<file path="src/rtl/afifo_wptr_gen.sv">
// Write-side pointer generator for an async FIFO: binary write pointer, registered
// gray pointer to the read domain, and full/almost_full/level/overflow flags.
module afifo_wptr_gen #(
   parameter int AW    = 4,
   parameter int AF_TH = 2
) (
   input  logic          clk,
   input  logic          rst_n,
   input  logic          srst,
   input  logic          wr_en,
   input  logic [AW:0]   rptr_gray_sync,
   output logic          wr_ack,
   output logic [AW-1:0] waddr,
   output logic [AW:0]   wptr_gray,
   output logic          full,
   output logic          almost_full,
   output logic [AW:0]   level,
   output logic          overflow
);

   localparam int          DEPTH  = 2 ** AW;
   localparam logic [AW:0] AF_LVL = (AW + 1)'(DEPTH - AF_TH);

   logic [AW:0] wbin;
   logic [AW:0] wbin_next;
   logic [AW:0] gray_next;
   logic [AW:0] rbin;
   logic [AW:0] level_next;
   logic [AW:0] full_cmp;
   logic        full_next;
   logic        af_next;

   assign wr_ack = wr_en & ~full & ~srst;
   assign waddr  = wbin[AW-1:0];

   assign wbin_next = wbin + {{AW{1'b0}}, wr_ack};
   assign gray_next = wbin_next ^ (wbin_next >> 1);

   // Each binary bit is the xor of all gray bits at and above it.
   always_comb begin
      rbin = '0;
      for (int i = 0; i <= AW; i++) begin
         rbin[i] = ^(rptr_gray_sync >> i);
      end
   end

   // Full when the write pointer is exactly one lap ahead: top two gray bits inverted.
   assign full_cmp   = {~rptr_gray_sync[AW:AW-1], rptr_gray_sync[AW-2:0]};
   assign full_next  = (gray_next == full_cmp);
   assign level_next = wbin_next - rbin;
   assign af_next    = (level_next >= AF_LVL);

   always_ff @(posedge clk or negedge rst_n) begin
      if (!rst_n) begin
         wbin        <= '0;
         wptr_gray   <= '0;
         full        <= 1'b0;
         almost_full <= 1'b0;
         level       <= '0;
         overflow    <= 1'b0;
      end else if (srst) begin
         wbin        <= '0;
         wptr_gray   <= '0;
         full        <= 1'b0;
         almost_full <= 1'b0;
         level       <= '0;
         overflow    <= 1'b0;
      end else begin
         wbin        <= wbin_next;
         wptr_gray   <= gray_next;
         full        <= full_next;
         almost_full <= af_next;
         level       <= level_next;
         overflow    <= wr_en & full;
      end
   end

endmodule
</file>
<file path="config.mk">
export PLATFORM = sky130hd
export DESIGN_NAME = afifo_wptr_gen
export DESIGN_NICKNAME = d
export VERILOG_FILES = /design/src/rtl/afifo_wptr_gen.sv
export SDC_FILE = /design/constraint.sdc
export NUM_CORES = 1
export LEC_CHECK = 0
export ABC_AREA = 1
export BUFFER_PORTS_ARGS = -buffer_cell sky130_fd_sc_hd__buf_4
export CORE_UTILIZATION = 50
export DETAILED_ROUTE_END_ITERATION = 12
export GPL_TIMING_DRIVEN = 0
export PLACE_DENSITY = 0.78
export REMOVE_ABC_BUFFERS = 1
export SYNTH_ARGS = -nofsm -noshare
export SYNTH_HDL_FRONTEND = slang
export SYNTH_SLANG_ARGS = --single-unit
</file>
<file path="constraint.sdc">
create_clock -name clk -period 5.1 [get_ports clk]
set_input_delay 0.765 -clock clk [delete_from_list [all_inputs] [get_ports clk]]
set_output_delay 0.765 -clock clk [all_outputs]
set_load 0.01 [all_outputs]
</file>
Yosys cells after proc, flatten, opt, wreduce, memory -nomap -nowiden
Cells that the tools add are included.

Bits in registers: 18. Input port bits: 9. Output and inout bits: 18. Logic and storage cells: 28.

$add $sub $neg: 2. Magnitude comparators: 1. Eq/ne operators: 1. Mux-type cells: 6. Bitwise operators: 7. Reductions and logical operators: 5.

Operator list (number): parity 5 bit (5); two-way mux 5 bit (3); adder 5 x 1 -> 5 bit (1); equality test 5 bit (1); greater-or-equal comparator 5 x 4 -> 1 bit, second input constant (1); subtractor 5 bit (1); XOR 5 x 4 -> 5 bit (1); bitwise AND 1 bit (3); two-way mux 1 bit (3); NOT 1 bit (2); NOT 2 bit (1).

Longest topological paths before layout
Word-level depth: 7. Mapped depth: 16. Gate-level depth less buffers: 16.

Worst setup path after synthesis
No wires, ideal clock.

Path kind: input port to flip-flop. From: in srst. To: reg almost_full. Library setup time: 0.119 ns. Arrival: 2.444 ns. Data required time: 4.981 ns. Slack: 2.537 ns. Cell stages on the path: 13. Buffers on the path: 0. Path through: inv_1 > nand2_1 > nor2_1 > ha_1 > ha_1 > ha_1 > a21o_1 > nand2_2 > nand2_2 > nor2_1 > nor2_2 > nand2_1 > nand2_1.

Word-level cells in the longest chain between the ends: 6.

Ends and longest elaborated chain: start, declared (RTL line 9) `input logic srst,`; NOT 1 bit (RTL line 33) `assign wr_ack = wr_en & ~full & ~srst;`; bitwise AND 1 bit (RTL line 33); net wr_ack (RTL line 12) `output logic wr_ack,`; adder 5 x 1 -> 5 bit (RTL line 36) `assign wbin_next = wbin + {{AW{1'b0}}, wr_ack};`; subtractor 5 bit (RTL line 50) `assign level_next = wbin_next - rbin;`; greater-or-equal comparator 5 x 4 -> 1 bit (RTL line 51) `assign af_next = (level_next >= AF_LVL);`; two-way mux 1 bit (RTL line 61) `end else if (srst) begin`; end signal, assigned (RTL line 72) `almost_full <= af_next;`; end, declared (RTL line 16) `output logic almost_full,`.

The timed path passes the listed nets, and every way through them passes these cells.

Final worst setup path
From: in srst. To: reg almost_full.

Word-level cells in the longest chain between the ends: 6.

Ends and longest elaborated chain (RTL line): NOT 1 bit (33); bitwise AND 1 bit (33); adder 5 x 1 -> 5 bit (36); subtractor 5 bit (50); greater-or-equal comparator 5 x 4 -> 1 bit (51); two-way mux 1 bit * (61).

Mark *: on every way between the ends. The rest lies on a longest branch, timed or not.

==> results.md <==
Run status:
- The run finished with clean final reports.

Place:
- Input and output buffers added on the ports amount to 26.
- At the end of routability-driven placement, the weighted congestion stood at 0.806.
- Detailed placement finished with a half-perimeter wire length of 1.59 mm.
- The cell total after placement is around 170.

Floorplanning:
- The core region is 0.00182 mm².
- 27 I/O pins were placed.
- The initial utilization of the core area, before any placement, comes to 0.560.
- The die outline height is 47.2 µm.
- The number of cell rows is 15.
- The floorplan step defined a die boundary enclosing 0.00222 mm².
- In this run the horizontal extent of the chip is ~47 µm.

Synth:
- The proportion of synthesized flip-flops having asynchronous set or reset is 1.00.
- In the post-synthesis netlist, the cell with the most instances is nand2_1.
- In this run the cell area of the synthesized design comes to 0.00102 mm².
- The commonest cells after synthesis are 25 x nand2_1, 20 x nor2_1, 17 x dfrtp_1.
- The cell count after synthesis is 118.
- The primary flip-flop cell chosen by synthesis mapping is dfrtp_1.
- The count of flip-flops with a built-in enable after synthesis is 0.
- The synthesized area divided by synthesized cell count is about 8.6 µm².
- The proportion of synthesized chip area in sequential cells is 0.417.
- The synthesized netlist contains 24 unique library cells.
- The number of register bits inferred by synthesis is 17.
- In the post-synthesis netlist, the biggest area contributors are dfrtp_1 42%, nand2_1 9.2%, nor2_1 7.4%.
- The top-area cell type share of the netlist area is 0.417.
- The number of warnings reported in the yosys synthesis log is 0.
- The cell taking the most area after synthesis is dfrtp_1.

Timing:
- Derived from the worst setup path, the maximum achievable clock frequency is 0.397 GHz.
- The worst max-slew margin expressed relative to the limit is 0.752.
- The tightest hold path in the finished design has a slack of 0.318 ns.
- The final hold violation count is 0.
- The max-slew violation total from the final report was 0.
- The post-route minimum period is 2.52 ns.
- In the finished design, the share of the clock period the worst path needs comes to 0.493.
- The number of setup violations in the final report is 0.
- The transition at the pin with the smallest max-transition slack is 0.370 ns.
- Setup repair after global routing left no endpoint under its margin.
- The final worst clock skew is 0.00131 ns.
- In the final timing run, aggregate negative setup slack is 0 ns.

GRT:
- In the global route stage, overall resource usage came out at 0.215.
- The via count of the first global-routing pass is 785.
- The wire length of the first global-routing pass is around 3.3 mm.
- The remaining global-route overflow is 0.
- Entering global routing, the biggest net connects 18 pins.
- The initial antenna violation count is 0.

Job:
- Across the run, the number of max-cap violations was 0.

CTS:
- After clock tree synthesis, the clock-pin slew on the worst setup and hold paths is 0.10 ns.
- The clock net sink count is 17.
- The number of cells upsized or downsized after cts is 0.
- No sink is reached through more buffers than the 2 on the longest clock path.
- Clock tree synthesis inserted a total of 3 buffers.
- The number of buffers added for setup after CTS is 0.
- The quantity of hold-fixing buffers added after cts is 0.
- CTS built an H-tree with a depth of 1.
- The latest clock arrival within the worst-skew pair is ~0.29 ns.
- The buffer cell driving the clock tree root is clkbuf_4.
- The TritonCTS clock tree is done.

Detailed routing:
- The first detailed-routing pass took 4 iterations.
- The total wirelength of the detailed-routed design is roughly 1.9 mm.
- The final antenna-violating net count is 0.
- In the routed design, unresolved DRC markers number 0.
- The routed layout has 840 vias.
- The average routed wire per standard cell is 10.8 µm.
- The detailed router finished its first iteration with 9 violations.
- After detailed routing, the number of vias per cell comes to 4.88.

Setup path:
- The required time at the endpoint of the critical path is 5.29 ns.
- The cell type group with the largest total delay on the critical path is adder cells.
- STA classifies the critical path endpoint as a flop.
- The standard cell with the maximum stage delay on the critical path is ha_1.
- The biggest fanout along the worst timing path is 14.
- Counting both buffers and inverters, the worst setup path holds a total of 2.
- The arrival time reported for the critical path endpoint is 2.71 ns.
- The signal on the critical path passes through buf_4 -> inv_1 -> nand2_1 -> nor2_1 -> ha_1 -> ha_1 -> ha_1 -> a21o_1 -> nand2_2 -> nand2_2 -> nor2_1 -> nor2_2 -> nand2_1 -> nand2_1.
- STA classifies the critical path startpoint as a primary input.
- On the worst path, the slowest cell contributes a delay of 0.33 ns.
- The type of the setup path with the least slack is primary input to flop.

Finish:
- The final layout net count is 163.
- Of the cells placed in the final design, the portion with a size suffix greater than 1 is 0.306.
- The post-synthesis to final-layout area growth is 24.5%.
- The number of antenna diodes in the final layout is 0.
- The final cell count without fillers is between 150 and 200.

Power:
- Summed over all cells, the static leakage comes to 0.000719 µW.
- Across the VDD grid, the largest voltage drop is 0.158 mV.
- Power spread over the standard cell area amounts to 245 mW/mm².
- Summing internal, switching and leakage power gives 312 µW.

Worst hold path:
- The path type of the worst min-delay path is primary input to async pin.
[cell usage in the layout (no fill, tap or decap), types with 2 or more instances in the layout]
master     n
buf_4     26
clkbuf_4   3
dfrtp_1   17
ha_1       5
inv_1     14
nand2_1   25
nand2_2    4
nand3_1    6
nand3_2    2
nand4_1    2
nor2_1    20
o21bai_1   2
xnor2_1    3
xor2_1     6
[logic make-up after synthesis]
logic type / after synthesis / share of synthesized area
AND/OR/NAND/NOR: 64 / 0.306
buffers and inverters: 17 / 0.0650
flip-flops: 17 / 0.417
XOR/XNOR: 11 / 0.109
adder cells (fa/ha/maj): 6 / 0.0810
AO/OA/AOI/OAI: 3 / 0.0221
[cell type report]
class / count / area [µm²]
Multi-Input combinational cell: 84 / 528
Clock inverter: 1 / 5.00
Clock buffer: 3 / 22.5
Inverter: 16 / 62.6
Tap cell: 25 / 31.3
Timing Repair Buffer: 26 / 195
Sequential cell: 17 / 425
Fill cell: 156 / 551
[sequential cells by signal, summed over array words and instances, names as in the netlist]
| name | flops |
|---|---|
| almost_full | 1 |
| wbin | 5 |
| full | 1 |
| wptr_gray | 4 |
| overflow | 1 |
| level | 5 |
[worst reg2reg max path: stages (launching register included)]
cell and delay (ns):
dfrtp_1 0.40, nor2_1 0.15, ha_1 0.22, ha_1 0.33, ha_1 0.32, a21o_1 0.19
nand2_2 0.07, nand2_2 0.05, nor2_1 0.11, nor2_2 0.06, nand2_1 0.05, nand2_1 0.04
[per-stage QoR]
stage | utilization | area, µm² | worst slack [ns]
2_1_floorplan | - | 1020 | 2.54
3_3_place_gp | 0.682 | 1240 | 2.29
3_5_place_dp | 0.682 | 1240 | 2.26
4_1_cts | 0.698 | 1270 | 2.58
5_1_grt | 0.698 | 1270 | 2.37
6_report | 0.698 | 1270 | 2.58
[where the power goes]
group	internal (µW)	total (µW)	switching, µW
logic	41.2	92.7	51.5
registers	145	148	3.16
clock network	29.2	70.9	41.7
[per-layer routing]
metal / routed length, µm / up-vias / track usage
met4: 19 / 0 / 0.137
met5: 0 / - / 0
li1: - / 422 / -
met3: 34 / 2 / 0.0308
met2: 949 / 16 / 0.339
met1: 855 / 400 / 0.275
[path summary, 6_finish.rpt]
kind | to | slack [ns] | depth (start not counted) | startpoint
worst max-delay path | almost_full | 2.58 | 14 | srst
worst min-delay path | wbin[1] | 0.32 | 1 | rst_n
worst max register to register | almost_full | 3.01 | 11 | full
worst min register to register | overflow | 0.53 | 2 | full
max in group asynchronous | almost_full | 4.60 | 1 | rst_n
min in group clk | overflow | 0.53 | 2 | full
(Power assumes the default switching activity.)
